$ cat src/rtl/ac_pkg.sv
// Shared definitions for the common-bus accumulator: micro-op codes and
// rotate-sequencer state encodings.
package ac_pkg;

  localparam logic [3:0] OP_NOP  = 4'd0;
  localparam logic [3:0] OP_CLR  = 4'd1;
  localparam logic [3:0] OP_LD   = 4'd2;
  localparam logic [3:0] OP_INC  = 4'd3;
  localparam logic [3:0] OP_DEC  = 4'd4;
  localparam logic [3:0] OP_AND  = 4'd5;
  localparam logic [3:0] OP_ADD  = 4'd6;
  localparam logic [3:0] OP_CMA  = 4'd7;
  localparam logic [3:0] OP_CLE  = 4'd8;
  localparam logic [3:0] OP_CME  = 4'd9;
  localparam logic [3:0] OP_CIR  = 4'd10;
  localparam logic [3:0] OP_CIL  = 4'd11;
  localparam logic [3:0] OP_ROTN = 4'd12;

  typedef enum logic {
    ST_IDLE = 1'b0,
    ST_ROT  = 1'b1
  } rot_state_e;

endpackage

$ cat src/rtl/ac_rot_seq.sv
// Rotate-by-N sequencer: a two-state FSM with a down-counter that tells the
// accumulator datapath when to perform one rotate-right-through-E step.
// The first step happens on the accept edge itself, so AMT steps take AMT
// edges in total.
module ac_rot_seq
  import ac_pkg::*;
#(
  parameter int CNT_W = 5
) (
  input  logic             clk_i,
  input  logic             rst_ni,
  input  logic             start_i,
  input  logic [CNT_W-1:0] amt_i,
  output logic             step_o,
  output logic             busy_o,
  output logic             done_o
);

  rot_state_e       state_q, state_d;
  logic [CNT_W-1:0] cnt_q, cnt_d;
  logic             done_q, done_d;
  logic             step_s;

  // Next-state, counter and step-strobe decode.
  always_comb begin
    state_d = state_q;
    cnt_d   = cnt_q;
    done_d  = 1'b0;
    step_s  = 1'b0;
    case (state_q)
      ST_IDLE: begin
        if (start_i) begin
          if (amt_i == {CNT_W{1'b0}}) begin
            // Zero-length rotate: nothing moves, but the caller still gets DONE.
            done_d = 1'b1;
          end else begin
            step_s = 1'b1;
            cnt_d  = amt_i - CNT_W'(1);
            if (amt_i == CNT_W'(1)) begin
              done_d = 1'b1;
            end else begin
              state_d = ST_ROT;
            end
          end
        end else begin
          state_d = ST_IDLE;
        end
      end
      ST_ROT: begin
        step_s = 1'b1;
        cnt_d  = cnt_q - CNT_W'(1);
        if (cnt_q == CNT_W'(1)) begin
          state_d = ST_IDLE;
          done_d  = 1'b1;
        end else begin
          state_d = ST_ROT;
        end
      end
      default: begin
        state_d = ST_IDLE;
        cnt_d   = {CNT_W{1'b0}};
      end
    endcase
  end

  // Sequencer state, counter and DONE pulse; all updates on the falling edge.
  always_ff @(negedge clk_i or negedge rst_ni) begin
    if (!rst_ni) begin
      state_q <= ST_IDLE;
      cnt_q   <= {CNT_W{1'b0}};
      done_q  <= 1'b0;
    end else begin
      state_q <= state_d;
      cnt_q   <= cnt_d;
      done_q  <= done_d;
    end
  end

  assign step_o = step_s;
  assign busy_o = (state_q == ST_ROT);
  assign done_o = done_q;

endmodule

$ cat src/rtl/ac_alu_reg.sv
// Accumulator AC with extend flag E for the common-bus datapath. Executes
// single-cycle micro-ops on accept and multi-cycle rotate-by-N through the
// ac_rot_seq sequencer. State updates on the falling edge of CLK.
module ac_alu_reg
  import ac_pkg::*;
#(
  parameter int WIDTH = 16,
  parameter int CNT_W = $clog2(WIDTH) + 1
) (
  input  logic             CLK,
  input  logic             reset_n,
  input  logic [3:0]       OP,
  input  logic             OP_VALID,
  output logic             OP_READY,
  input  logic [WIDTH-1:0] AC_INP,
  input  logic [CNT_W-1:0] AMT,
  output logic [WIDTH-1:0] AC_OUT,
  output logic             E_OUT,
  output logic             ZERO,
  output logic             NEG,
  output logic             BUSY,
  output logic             DONE
);

  logic [WIDTH-1:0] ac_q, ac_d;
  logic             e_q, e_d;
  logic             busy_s;
  logic             step_s;
  logic             done_s;
  logic             accept_s;
  logic             start_s;
  logic [WIDTH:0]   sum_s;

  // Ops are only taken while no rotate is running; anything else is dropped.
  assign accept_s = OP_VALID & ~busy_s;
  assign start_s  = accept_s & (OP == OP_ROTN);
  assign sum_s    = {1'b0, ac_q} + {1'b0, AC_INP};

  ac_rot_seq #(
    .CNT_W (CNT_W)
  ) u_rot_seq (
    .clk_i   (CLK),
    .rst_ni  (reset_n),
    .start_i (start_s),
    .amt_i   (AMT),
    .step_o  (step_s),
    .busy_o  (busy_s),
    .done_o  (done_s)
  );

  // Micro-op datapath; a sequencer step overrides everything with one CIR.
  always_comb begin
    ac_d = ac_q;
    e_d  = e_q;
    if (step_s) begin
      ac_d = {e_q, ac_q[WIDTH-1:1]};
      e_d  = ac_q[0];
    end else if (accept_s) begin
      case (OP)
        OP_CLR: ac_d = {WIDTH{1'b0}};
        OP_LD:  ac_d = AC_INP;
        OP_INC: ac_d = ac_q + WIDTH'(1);
        OP_DEC: ac_d = ac_q - WIDTH'(1);
        OP_AND: ac_d = ac_q & AC_INP;
        OP_ADD: begin
          ac_d = sum_s[WIDTH-1:0];
          e_d  = sum_s[WIDTH];
        end
        OP_CMA: ac_d = ~ac_q;
        OP_CLE: e_d  = 1'b0;
        OP_CME: e_d  = ~e_q;
        OP_CIR: begin
          ac_d = {e_q, ac_q[WIDTH-1:1]};
          e_d  = ac_q[0];
        end
        OP_CIL: begin
          ac_d = {ac_q[WIDTH-2:0], e_q};
          e_d  = ac_q[WIDTH-1];
        end
        default: begin
          // NOP, zero-length ROTN and reserved codes hold AC and E.
          ac_d = ac_q;
          e_d  = e_q;
        end
      endcase
    end else begin
      ac_d = ac_q;
      e_d  = e_q;
    end
  end

  // Accumulator and extend-flag registers.
  always_ff @(negedge CLK or negedge reset_n) begin
    if (!reset_n) begin
      ac_q <= {WIDTH{1'b0}};
      e_q  <= 1'b0;
    end else begin
      ac_q <= ac_d;
      e_q  <= e_d;
    end
  end

  assign AC_OUT   = ac_q;
  assign E_OUT    = e_q;
  assign ZERO     = (ac_q == {WIDTH{1'b0}});
  assign NEG      = ac_q[WIDTH-1];
  assign BUSY     = busy_s;
  assign OP_READY = ~busy_s;
  assign DONE     = done_s;

endmodule
$ cat config.mk
export PLATFORM = sky130hd
export DESIGN_NAME = ac_alu_reg
export DESIGN_NICKNAME = d
export VERILOG_FILES = /design/src/rtl/ac_pkg.sv /design/src/rtl/ac_rot_seq.sv /design/src/rtl/ac_alu_reg.sv
export SDC_FILE = /design/constraint.sdc
export NUM_CORES = 1
export LEC_CHECK = 0
export CORE_MARGIN = 2
export CORE_UTILIZATION = 45
export CTS_BUF_LIST = sky130_fd_sc_hd__clkbuf_4 sky130_fd_sc_hd__clkbuf_8
export DETAILED_ROUTE_END_ITERATION = 6
export GPL_TIMING_DRIVEN = 0
export HOLD_SLACK_MARGIN = 0.03
export PLACE_DENSITY = 0.71
export RECOVER_POWER = 50
export SKIP_LAST_GASP = 1
export SYNTH_ARGS = -nofsm -noshare
export SYNTH_HDL_FRONTEND = slang
export SYNTH_HIERARCHICAL = 1
export SYNTH_SLANG_ARGS = --single-unit
export TNS_END_PERCENT = 100
$ cat constraint.sdc
create_clock -name CLK -period 2.9 [get_ports CLK]
set_input_delay 0.58 -clock CLK [delete_from_list [all_inputs] [get_ports CLK]]
set_output_delay 0.58 -clock CLK [all_outputs]
set_load 0.03 [all_outputs]
After elaboration in Yosys (flattened, before gate mapping)
Cells that the tools add are included.
Word-level totals
  output and inout bits: 22
  bits of input ports: 28
  bits in registers: 24
  logic and storage cells: 62
Operators by class
  bitwise operators: 6
  eq/ne operators: 16
  reductions and logical operators: 8
  add/subtract/negate cells: 5
  muxes and demuxes: 22
Operator list (number)
  $pmux W16 S9: 1
  $mux W16: 2
  $eq A4 B4 Y1 const B: 5
  $add A16 B16 Y17: 1
  $add A16 B1 Y16 const B: 1
  $and A16 B16 Y16: 1
  $eq A4 B3 Y1 const B: 4
  $logic_not A16 Y1: 1
  $not A16 Y16: 1
  $sub A16 B1 Y16 const B: 1
  $mux W1: 12
  $eq A5 B1 Y1 const B: 2
  $mux W5: 2
  $pmux W5 S2: 1
  $reduce_bool A10 Y1: 1
  $sub A5 B1 Y5 const B: 2
  $eq A4 B2 Y1 const B: 2
  $pmux W1 S2: 3
  $reduce_and A2 Y1: 3
  $reduce_bool A6 Y1: 1
  $logic_not A5 Y1: 1
  $pmux W1 S5: 1
  $eq A4 B1 Y1 const B: 1
  $and A1 B1 Y1: 2
  4 further kinds: 5

Logic depth before layout (Yosys ltp)
Gate-level depths: netlist of run 1.
  depth after elaboration: 7
  mapped depth: 14
  depth with buffers taken out: 11

Cells and area by module
Netlist of run 1, hierarchy kept.
By module, submodules not included
  ac_alu_reg: area an instance 3402.0 um^2, times used 1, sequential area each 425.4 um^2, cells each 471
  ac_rot_seq: area an instance 509.2 um^2, times used 1, sequential area each 175.2 um^2, cells each 56

==> results of run 1 <==
[cells by family (layout without fill, tap and decap cells)]
kind of cell	count (synthesis)	count (layout)	synth area share [%]
AO/OA/AOI/OAI	196	196	34.55
AND/OR/NAND/NOR	185	185	26.42
buffers and inverters	61	202	7.037
flip-flops	24	24	15.36
adder cells (fa/ha/maj)	22	22	7.230
XOR/XNOR	22	22	4.927
multiplexers	17	17	4.478
[worst paths after layout]
path	from	endpoint	slack (ns)	depth (start not counted)
hold reg to reg	u_rot_seq/cnt_q[0]$_DFFE_NN0P_	u_rot_seq/cnt_q[0]$_DFFE_NN0P_	0.53	1
setup reg to reg	AC_OUT[1]$_DFFE_NN0P_	AC_OUT[4]$_DFFE_NN0P_	-0.02	10
hold / removal	u_rot_seq/cnt_q[0]$_DFFE_NN0P_	u_rot_seq/cnt_q[0]$_DFFE_NN0P_	0.53	1
max in group asynchronous	reset_n	AC_OUT[12]$_DFFE_NN0P_	0.73	1
min in group asynchronous	reset_n	AC_OUT[4]$_DFFE_NN0P_	1.67	1
setup / recovery	OP[1]	AC_OUT[4]$_DFFE_NN0P_	-1.57	13
[flip-flops by register name (all words and copies together) (netlist names)]
register	count
AC_OUT	16
u_rot_seq/done_o	1
u_rot_seq/busy_o	1
E_OUT	1
u_rot_seq/cnt_q	5
[power by group]
group          switching [uW]  internal (uW)
combinational            2180           1820
sequential                162            472
clock                     141            185
total                    2480           2480
[layout make-up]
class                           count  area, um^2
Fill cell                         665        2489
Sequential cell                    24       600.6
Clock inverter                      1       30.03
Timing Repair Buffer              139        1276
Clock buffer                        3       41.29
Buffer                             45       352.8
Tap cell                          108       135.1
Inverter                           14       55.05
Multi-Input combinational cell    442        3613
[worst reg2reg max path: cells and delay by family, from the launching register on]
family                     cells  cell delay [ns]
xor gates and xnor gates       2             0.30
and+or+nand+nor                1             0.46
AOI/OAI and AO/OA              3             0.41
buffers and inverters          2             0.66
muxes                          1             0.17
DFF                            1             0.58
adders and majority gates      1             0.19
[what timing repair did]
action | in CTS | in global routing
gates resized for setup | 254 | 86
pin swaps | 38 | 36
endpoints found under the setup margin | 70 | 45
setup buffers | 60 | 36
[placed cells by master (no fill, tap or decap), types with 6 or more instances in the layout]
| cell type | synthesis | final |
|---|---|---|
| buf_4 | 2 | 70 |
| buf_6 | 4 | 48 |
| nand2_1 | 40 | 38 |
| a21oi_1 | 45 | 34 |
| nor2_1 | 31 | 28 |
| dfrtn_1 | 24 | 24 |
| clkbuf_1 | 29 | 17 |
| nor3_1 | 24 | 17 |
| o21ai_0 | 29 | 16 |
| a22oi_1 | 16 | 15 |
| xnor2_1 | 14 | 13 |
| mux2i_1 | 13 | 12 |
| o21ai_1 | 7 | 12 |
| nand3_1 | 13 | 11 |
| nand4_1 | 10 | 10 |
| ha_4 | 0 | 10 |
| ha_1 | 21 | 9 |
| clkdlybuf4s50_1 | 0 | 9 |
| or3_1 | 9 | 8 |
| inv_1 | 13 | 8 |
| buf_8 | 0 | 8 |
| xor2_1 | 8 | 8 |
| a21oi_2 | 0 | 8 |
| o211ai_1 | 7 | 7 |
| a22o_1 | 7 | 7 |
| o22ai_1 | 8 | 7 |
| dlygate4sd2_1 | 0 | 7 |
| clkbuf_2 | 0 | 6 |
| buf_2 | 7 | 6 |
[metal layers]
layer | wire length, um | share of wire [%]
met2 | 7997 | 44
met5 | 0 | 0
met4 | 828 | 4.6
met1 | 7243 | 40
met3 | 2002 | 11
[stage by stage]
step / setup TNS [ns] / utilization, % / total power (uW) / hold WS [ns] / instance area (um^2)
final: -26.82 / 71.04 / 4958 / 0.5342 / 6105
after global routing: -28.76 / 71.04 / 5212 / 0.5502 / 6105
after CTS: -26.56 / 65.77 / 4326 / 0.5246 / 5652
after detailed placement: -62.75 / 54.64 / 3358 / 0.5286 / 4696
after global placement: -61.39 / 54.64 / 3347 / 0.5103 / 4696
after floorplan: -23.39 / - / 2540 / 0.4738 / 4080
==> summary.md, run 1 <==
| Metric | Value |
|---|---|
| Critical-path cell list | `buf_8 > or4b_4 > buf_8 > buf_8 > xnor2_4 > ha_2 > or4_4 > buf_6 > mux2i_2 > xnor2_1 > o22ai_2 > o21ai_2 > a2bb2oi_2` |
| M3 GR Usage | `between 5 and 6%` |
| Max Cap Viol | `0` |
| Worst path max stage delay | `0.55 ns` |
| Inserted Diodes | `0` |
| CTS tree | `yes` |
| Area contributors post-synth | `dfrtn_1 15%, ha_1 6.7%, a21oi_1 5.8%, nand2_1 3.8%, o21ai_0 3.7%` |
| GR Util met1 | `49.78%` |
| Vias per cell | `6.857` |
| Buf/Inv on CP | `4` |
| Synth Cell Area | `0.003911 mm^2` |
| Post-Syn Area per Cell | `7.422 um^2` |
| Yosys top cell area share | `15.36%` |
| Cells after Synth | `527` |
| Setup Viol. Count Final | `45` |
| Synth Net Count | `577` |
| First-pass GRT wire length | `27.50 mm` |
| Drc violations | `0` |
| Number of I/O port buffers | `48` |
| Clock buffer count from CTS | `3` |
| Setup ws final | `-1.569 ns` |
| Kind of critical path | `in2reg` |
| Synth warn | `6` |
| Die Area | `0.009454 mm^2` |
| Final cell count without fillers | `776` |
| Status | `complete, but fails checks` |
| CP top delay family | `simple AND/OR/NAND/NOR gates` |
| H-tree depth | `1` |
| Async SR Flop Fraction | `100.0%` |
| Starting Density | `a little under half` |
| Most common cell in the netlist | `a21oi_1` |
| Remaining antenna violation count | `0` |
| Pleak | `0.002449 uW` |
| Ys flop type | `dfrtn_1` |
| TritonRoute pass-1 iters | `7` |
| Pre-CTS setup slack | `-2.385 ns` |
| Worst-margin pin slew | `1.044 ns` |
| Worst path required time | `between 1.5 and 2 ns` |
| Library cells used by synthesis | `slightly below 80` |
| WL final | `18.07 mm` |
| EDFF count, synth | `0` |
| Worst EP arrival | `about 3.2 ns` |
| Max-slew violation count | `0` |
| Max IR drop VDD | `666.3 uV` |
| Initial antenna violation count | `0` |
| Initial DRC Count | `~700` |
| Startpoint Class | `input pin` |
| Clock Latency Late Sink | `0.29 ns` |
| Met2 Usage GRT | `57.48%` |
| Via count | `5321` |
| Core Rows | `34` |
| Post-DP HPWL | `about 12 mm` |
| Area grow syn2layout | `56.08%` |
| Most frequent cells after synthesis | `45 x a21oi_1, 40 x nand2_1, 31 x nor2_1` |
| GRT busiest layer | `met2` |
| RePlAce Congestion | `0.9725` |
| Min-delay worst type | `reg2reg` |
| Final hold violations | `0` |
| CP endpoint kind | `flop` |
| Slew HR | `30.24%` |
| WL/cell | `23.29 um` |
| Top cell by count, worst path | `buf_8` |
| Hold-fix buffers at CTS | `0` |
| Core ar. | `0.008593 mm^2` |
| Layout cells sized above 1 | `37.57%` |
| Total gr overflow | `0` |
| Critical path's slowest cell | `or4b_4` |
| Die Ht | `approximately 100 um` |
| Power Density | `812.1 mW/mm^2` |
| Yosys reg bits | `24` |
| Clk slew on worst S/H paths | `0.07 ns` |
| Clock sink count | `24` |
| Die Wd | `97.23 um` |
| Ports | `50` |
| Failing checks | `setup timing` |
| Total Nets Final | `719` |
| Root Driver | `clkbuf_8` |
| Dpl cells | `683` |
| Synth area leader | `dfrtn_1` |
| Total track usage | `36.20%` |
| Largest net degree at the start of global routing | `25` |
| CTS Buffer Depth | `2` |
| Crit Path Max Fanout | `3` |
| Vias in the first global route | `a little over 5k` |
| Seq/Total Area, Yosys | `~15%` |
| RSZ-0062 raised after global routing | `yes` |
| Clock Skew | `around 0.0037 ns` |
Power figures use the tool's default switching activity.
==> run 2, diff against run 1 <==
Settings changed: PLACE_DENSITY 0.71 to 0.67.
==> run 2 against run 1 <==
The flow still finishes with violations (setup timing). Sequential power fell by 3.6%. Clock-buffer cell count did not move. Sequential share of layout area rose by 0.13 points. Clock power barely moved. Via count fell by 2.4%. Design area fell by 1.3%. Combinational power barely moved. Critical path depth rose by 1. Worst hold slack got worse by 0.012 ns. Critical path type unchanged.
==> summary.md, run 2 (same netlist as run 1, synthesis figures left out) <==
| Metric | Value |
|---|---|
| Clock Skew | `0.002649 ns (-0.001002 ns)` |
| Power Density | `822.5 mW/mm^2 (+1.3%)` |
| Max-slew violation count | `0 (unchanged)` |
| RSZ-0062 raised after global routing | `yes` |
| Starting Density | `45.52% (unchanged)` |
| Top cell by count, worst path | `buf_8` |
| Hold-fix buffers at CTS | `0 (unchanged)` |
| Startpoint Class | `input pin` |
| Die Ht | `97.23 um (unchanged)` |
| Die Area | `0.009454 mm^2 (unchanged)` |
| Max Cap Viol | `0 (unchanged)` |
| CP endpoint kind | `flop` |
| Final cell count without fillers | `765 (-1.4%)` |
| Total gr overflow | `0 (unchanged)` |
| Area grow syn2layout | `54.09%` |
| Total Nets Final | `708 (-1.5%)` |
| Vias per cell | `6.787 (-1.0%)` |
| Buf/Inv on CP | `5 (+1)` |
| Vias in the first global route | `4946 (-2.0%)` |
| Dpl cells | `683 (unchanged)` |
| Multi-input gate area | `0.003612 mm^2 (about the same)` |
| WL/cell | `23.15 um (-0.61%)` |
| Worst path max stage delay | `0.56 ns (about the same)` |
| Total track usage | `35.86% (-0.34 points)` |
| Post-DP HPWL | `12.04 mm (+1.4%)` |
| Final hold violations | `0 (unchanged)` |
| R2R Setup Slk | `-0.05 ns (-0.03 ns)` |
| Setup Viol. Count Final | `45 (unchanged)` |
| Pre-CTS setup slack | `-2.398 ns (-0.01363 ns)` |
| Flop pwr share | `12.3% (-0.5 points)` |
| RePlAce Congestion | `1.013 (+4.2%)` |
| Worst EP arrival | `3.16 ns (about the same)` |
| First-pass GRT wire length | `27.01 mm (-1.8%)` |
| Pleak | `0.002387 uW (-2.5%)` |
| CTS tree | `yes` |
| Core ar. | `0.008593 mm^2 (unchanged)` |
| Pint | `2466 uW (-0.43%)` |
| H-tree depth | `1 (unchanged)` |
| CP top delay family | `simple AND/OR/NAND/NOR gates` |
| Setup ws final | `-1.575 ns (-0.006310 ns)` |
| Fill cells | `695 (+4.5%)` |
| Largest register FFs | `16 (unchanged)` |
| Layout cells sized above 1 | `35.92% (-1.7 points)` |
| Critical-path cell list | `buf_8 > or4b_4 > buf_8 > buf_8 > xnor2_4 > ha_4 > buf_6 > or3_4 > a21oi_4 > buf_6 > nor3_4 > or3_1 > nand3_2 > a21oi_2` |
| Combinational fraction of design power | `81.2% (+0.5 points)` |
| Clock Latency Late Sink | `0.29 ns (about the same)` |
| Ports | `50 (unchanged)` |
| Clock sink count | `24 (unchanged)` |
| Kind of critical path | `in2reg` |
| WL final | `17.71 mm (-2.0%)` |
| Initial antenna violation count | `0 (unchanged)` |
| Most used cells in the layout excluding fill and tap cells | `55 x buf_6, 53 x buf_4, 38 x nand2_1` |
| Net switching power figure | `2491 uW (+0.41%)` |
| Number of I/O port buffers | `48 (unchanged)` |
| Crit Path Max Fanout | `2 (-1)` |
| Inserted Diodes | `0 (unchanged)` |
| Root Driver | `clkbuf_8` |
| Placed inst area | `0.004696 mm^2 (unchanged)` |
| Via count | `5192 (-2.4%)` |
| Initial DRC Count | `626 (-11%)` |
| Status | `complete, but fails checks` |
| Failing checks | `setup timing` |
| Core Rows | `34 (unchanged)` |
| CTS Buffer Depth | `2 (unchanged)` |
| Worst-margin pin slew | `1.005 ns (-0.03951 ns)` |
| Remaining antenna violation count | `0 (unchanged)` |
| Max IR drop VDD | `631.5 uV (-5.2%)` |
| TritonRoute pass-1 iters | `6 (-1)` |
| Clk slew on worst S/H paths | `0.07 ns (about the same)` |
| Most common cell after layout, fill and taps aside | `buf_6` |
| Critical path's slowest cell | `or4b_4` |
| Clock network power share | `6.5% (about the same)` |
| Worst path required time | `1.58 ns (about the same)` |
| Slew HR | `32.06% (+1.8 points)` |
| Min-delay worst type | `reg2reg` |
| Die Wd | `97.23 um (unchanged)` |
| Switching share of total power | `50.25% (+0.21 points)` |
| Largest net degree at the start of global routing | `25 (unchanged)` |
| Layout Utilization | `70.14% (-0.90 points)` |
| Clock buffer count from CTS | `3 (unchanged)` |
| Final instance area | `0.006027 mm^2 (-1.3%)` |
| Drc violations | `0 (unchanged)` |
| Register area | `600.6 um^2 (unchanged)` |
## run 2: changes by cell type in the layout (fill, tap and decap cells not counted), moves of 3 or more
cell	before	now
nor3_1	17	13
buf_6	48	55
nor3_4	3	6
o21ai_1	12	15
dlymetal6s2s_1	4	1
buf_4	70	53
## run 2: repair_timing
action | 4_1_cts | 5_1_grt
setup buffers | 63 | 29
pin swaps | 42 | 44
hold endpoints to repair | 0 | 0
setup endpoints to repair | 70 | 46
gates resized for setup | 278 | 73
cloned | 1 | 0
## run 2: worst register-to-register path: stages, from the launching register on
cell and delay, ns:
dfrtn_1 0.58, clkbuf_1 0.52, xnor2_4 0.15, ha_4 0.18
buf_6 0.11, or3_4 0.39, a21oi_4 0.18, buf_6 0.14
nor3_4 0.03, or3_1 0.33, nand3_2 0.12, a21oi_2 0.07
## run 2: path summary, 6_finish.rpt
path | from | end | depth (start not counted)
setup reg to reg | AC_OUT[1]$_DFFE_NN0P_ | AC_OUT[8]$_DFFE_NN0P_ | 11
min in group asynchronous | reset_n | AC_OUT[4]$_DFFE_NN0P_ | 1
hold / removal | u_rot_seq/cnt_q[3]$_DFFE_NN0P_ | u_rot_seq/cnt_q[3]$_DFFE_NN0P_ | 2
hold reg to reg | u_rot_seq/cnt_q[3]$_DFFE_NN0P_ | u_rot_seq/cnt_q[3]$_DFFE_NN0P_ | 2
max in group asynchronous | reset_n | AC_OUT[12]$_DFFE_NN0P_ | 1
setup / recovery | OP[1] | AC_OUT[8]$_DFFE_NN0P_ | 14
## run 2: through the flow
stage,total power [uW],setup TNS [ns],hold WS (ns)
floorplan,2540,-23.39,0.4738
global placement,3357,-62.01,0.5101
detailed placement,3375,-63.10,0.5163
CTS,4469,-25.12,0.5228
global route,5209,-28.91,0.5714
finish,4957,-27.07,0.5226
## run 2: final cells by class
class | instances | share of cell area (%)
plain buffers | 44 | 5.273
clock buffers | 3 | 0.6851
clock inverters | 1 | 0.4982
inverters | 14 | 0.9134
multi-input cells | 442 | 59.93
flip-flops and latches | 24 | 9.965
well taps | 108 | 2.242
repair buffers | 129 | 20.49
## run 2: power by group through the flow
stage | clock [uW] | sequential, uW | combinational, uW
2_1_floorplan | 0 | 793 | 1750
3_3_place_gp | 0 | 675 | 2680
3_5_place_dp | 0 | 676 | 2700
4_1_cts | 325 | 597 | 3550
5_1_grt | 340 | 622 | 4250
6_report | 323 | 610 | 4020
## run 2: metal layers
layer | up-vias | track usage [%] | wire length (um)
met4 | 0 | 15.06 | 851
met2 | 365 | 55.24 | 7795
li1 | 2302 | - | -
met1 | 2444 | 48.24 | 7109
met3 | 81 | 8.489 | 1951
met5 | - | 0 | 0
==> run 3, diff against run 2 <==
Settings changed: RECOVER_POWER 50 to unset.
==> run 3 against run 2 <==
The run still ends with setup timing left. First-iteration DRC count unchanged. Clock-buffer cell count unchanged. Critical path depth stayed put. Combinational power about the same. Clock skew barely moved. Via count shrank 0.15%. Cell count unchanged. Largest cell class unchanged. Critical path type unchanged. Sequential power barely moved. Design area unchanged. Core utilization stayed put. Non-clock buffer count unchanged. Die area unchanged.
==> summary.md, run 3 (same netlist as run 1, synthesis figures left out) <==
| Metric | Value |
|---|---|
| WL final | `17.68 mm (-0.14%)` |
| Kind of critical path | `in2reg` |
| Worst-margin pin slew | `0.9931 ns (-0.01150 ns)` |
| Setup Viol. Count Final | `45 (unchanged)` |
| Fill cells | `695 (unchanged)` |
| Pint | `2467 uW (about the same)` |
| Root Driver | `clkbuf_8` |
| Largest net degree at the start of global routing | `25 (unchanged)` |
| Crit Path Max Fanout | `2 (unchanged)` |
| Post-DP HPWL | `12.04 mm (unchanged)` |
| Max Cap Viol | `0 (unchanged)` |
| Layout cells sized above 1 | `35.92% (unchanged)` |
| Power Density | `822.7 mW/mm^2 (about the same)` |
| Die Ht | `97.23 um (unchanged)` |
| CTS tree | `yes` |
| Setup ws final | `-1.570 ns (+0.004750 ns)` |
| Max IR drop VDD | `633.8 uV (+0.37%)` |
| Most used cells in the layout excluding fill and tap cells | `55 x buf_6, 53 x buf_4, 38 x nand2_1` |
| Pre-CTS setup slack | `-2.398 ns (unchanged)` |
| Number of I/O port buffers | `48 (unchanged)` |
| CP endpoint kind | `flop` |
| Total gr overflow | `0 (unchanged)` |
| Flop pwr share | `12.3% (about the same)` |
| First-pass GRT wire length | `27.01 mm (unchanged)` |
| RePlAce Congestion | `1.013 (unchanged)` |
| Worst EP arrival | `3.16 ns (about the same)` |
| Starting Density | `45.52% (unchanged)` |
| Status | `complete, but fails checks` |
| Startpoint Class | `input pin` |
| Remaining antenna violation count | `0 (unchanged)` |
| Slew HR | `32.84% (+0.78 points)` |
| Worst path max stage delay | `0.56 ns (about the same)` |
| TritonRoute pass-1 iters | `6 (unchanged)` |
| Area grow syn2layout | `54.09% (unchanged)` |
| CTS Buffer Depth | `2 (unchanged)` |
| Core Rows | `34 (unchanged)` |
| Drc violations | `0 (unchanged)` |
| Final cell count without fillers | `765 (unchanged)` |
| Largest register FFs | `16 (unchanged)` |
| Vias in the first global route | `4946 (unchanged)` |
| Failing checks | `setup timing` |
| H-tree depth | `1 (unchanged)` |
| Clock network power share | `6.5% (about the same)` |
| Dpl cells | `683 (unchanged)` |
| Critical path's slowest cell | `or4b_4` |
| WL/cell | `23.12 um (-0.14%)` |
| Via count | `5184 (-0.15%)` |
| Min-delay worst type | `reg2reg` |
| Critical-path cell list | `buf_8 > or4b_4 > buf_8 > buf_8 > xnor2_4 > ha_4 > buf_6 > or3_4 > a21oi_4 > buf_6 > nor3_4 > or3_1 > nand3_2 > a21oi_2` |
| Vias per cell | `6.776 (-0.15%)` |
| Ports | `50 (unchanged)` |
| Clock sink count | `24 (unchanged)` |
| Top cell by count, worst path | `buf_8` |
| Total Nets Final | `708 (unchanged)` |
| Initial DRC Count | `626 (unchanged)` |
| Clk slew on worst S/H paths | `0.07 ns (about the same)` |
| Max-slew violation count | `0 (unchanged)` |
| Clock Latency Late Sink | `0.29 ns (about the same)` |
| Initial antenna violation count | `0 (unchanged)` |
| RSZ-0062 raised after global routing | `yes` |
| Worst path required time | `1.59 ns (about the same)` |
| Net switching power figure | `2491 uW (about the same)` |
| Most common cell after layout, fill and taps aside | `buf_6` |
| Inserted Diodes | `0 (unchanged)` |
| Core ar. | `0.008593 mm^2 (unchanged)` |
| Combinational fraction of design power | `81.2% (about the same)` |
| Die Wd | `97.23 um (unchanged)` |
| Placed inst area | `0.004696 mm^2 (unchanged)` |
| Clock Skew | `0.003054 ns (+0.0004042 ns)` |
| Clock buffer count from CTS | `3 (unchanged)` |
| Die Area | `0.009454 mm^2 (unchanged)` |
| Fin Hold WS | `0.5199 ns (-0.002670 ns)` |
| Total track usage | `35.86% (unchanged)` |
| Final hold violations | `0 (unchanged)` |
| Switching share of total power | `50.25% (about the same)` |
| Pleak | `0.002387 uW (about the same)` |
| Final instance area | `0.006027 mm^2 (unchanged)` |
[run 3: changes by cell type in the layout (fill, tap and decap cells not counted)]
cell | before | now
buf_2 | 4 | 5
clkbuf_2 | 7 | 6
[run 3: final timing paths]
kind / start / to / slack, ns / cells after the start
min reg2reg: u_rot_seq/cnt_q[3]$_DFFE_NN0P_ / u_rot_seq/cnt_q[3]$_DFFE_NN0P_ / 0.52 / 2
min in group asynchronous: reset_n / AC_OUT[4]$_DFFE_NN0P_ / 1.64 / 1
max in group asynchronous: reset_n / AC_OUT[12]$_DFFE_NN0P_ / 0.80 / 1
min: u_rot_seq/cnt_q[3]$_DFFE_NN0P_ / u_rot_seq/cnt_q[3]$_DFFE_NN0P_ / 0.52 / 2
max reg2reg: AC_OUT[1]$_DFFE_NN0P_ / AC_OUT[8]$_DFFE_NN0P_ / -0.04 / 11
max: OP[1] / AC_OUT[8]$_DFFE_NN0P_ / -1.57 / 14
[run 3: area by class of cell]
type	instances	area, um^2	area share, %
clock buffers	3	41.29	0.6851
multi-input cells	442	3612	59.93
well taps	108	135.1	2.242
clock inverters	1	30.03	0.4982
inverters	14	55.05	0.9134
plain buffers	44	317.8	5.273
repair buffers	129	1235	20.49
flip-flops and latches	24	600.6	9.965
[run 3: routing by layer]
layer  up-vias  global-route usage (%)  share of wire, %
li1       2301                       -                 -
met1      2444                   48.24                40
met2       367                   55.24                44
met3        72                   8.489                11
met4         0                   15.06               4.5
met5         -                       0                 0
[run 3: critical path: cells and delay by family]
family | cells | cell delay [ns]
AO/OA/AOI/OAI | 2 | 0.25
XOR/XNOR | 1 | 0.12
adder cells (fa/ha/maj) | 1 | 0.18
buffers and inverters | 5 | 0.59
AND/OR/NAND/NOR | 5 | 1.43
[run 3: power groups by stage]
stage,registers (uW),logic (uW),clock network (uW)
6_report,610,4020,324
5_1_grt,623,4250,340
4_1_cts,597,3550,325
3_5_place_dp,676,2700,0
3_3_place_gp,675,2680,0
2_1_floorplan,793,1750,0
[run 3: stage by stage]
| step | power, uW | util [%] | TNS [ns] |
|---|---|---|---|
| floorplan | 2540 | - | -23.39 |
| global route | 5209 | 70.14 | -28.91 |
| finish | 4958 | 70.14 | -27.06 |
| global placement | 3357 | 54.64 | -62.01 |
| detailed placement | 3375 | 54.64 | -63.10 |
| CTS | 4469 | 66.34 | -25.12 |
[run 3: timing repair]
action | CTS | global route
setup buffers | 63 | 29
resized for setup | 278 | 73
endpoints found under the setup margin | 70 | 46
pin swaps | 42 | 44
hold buffers | 0 | 0
gates cloned | 1 | 0
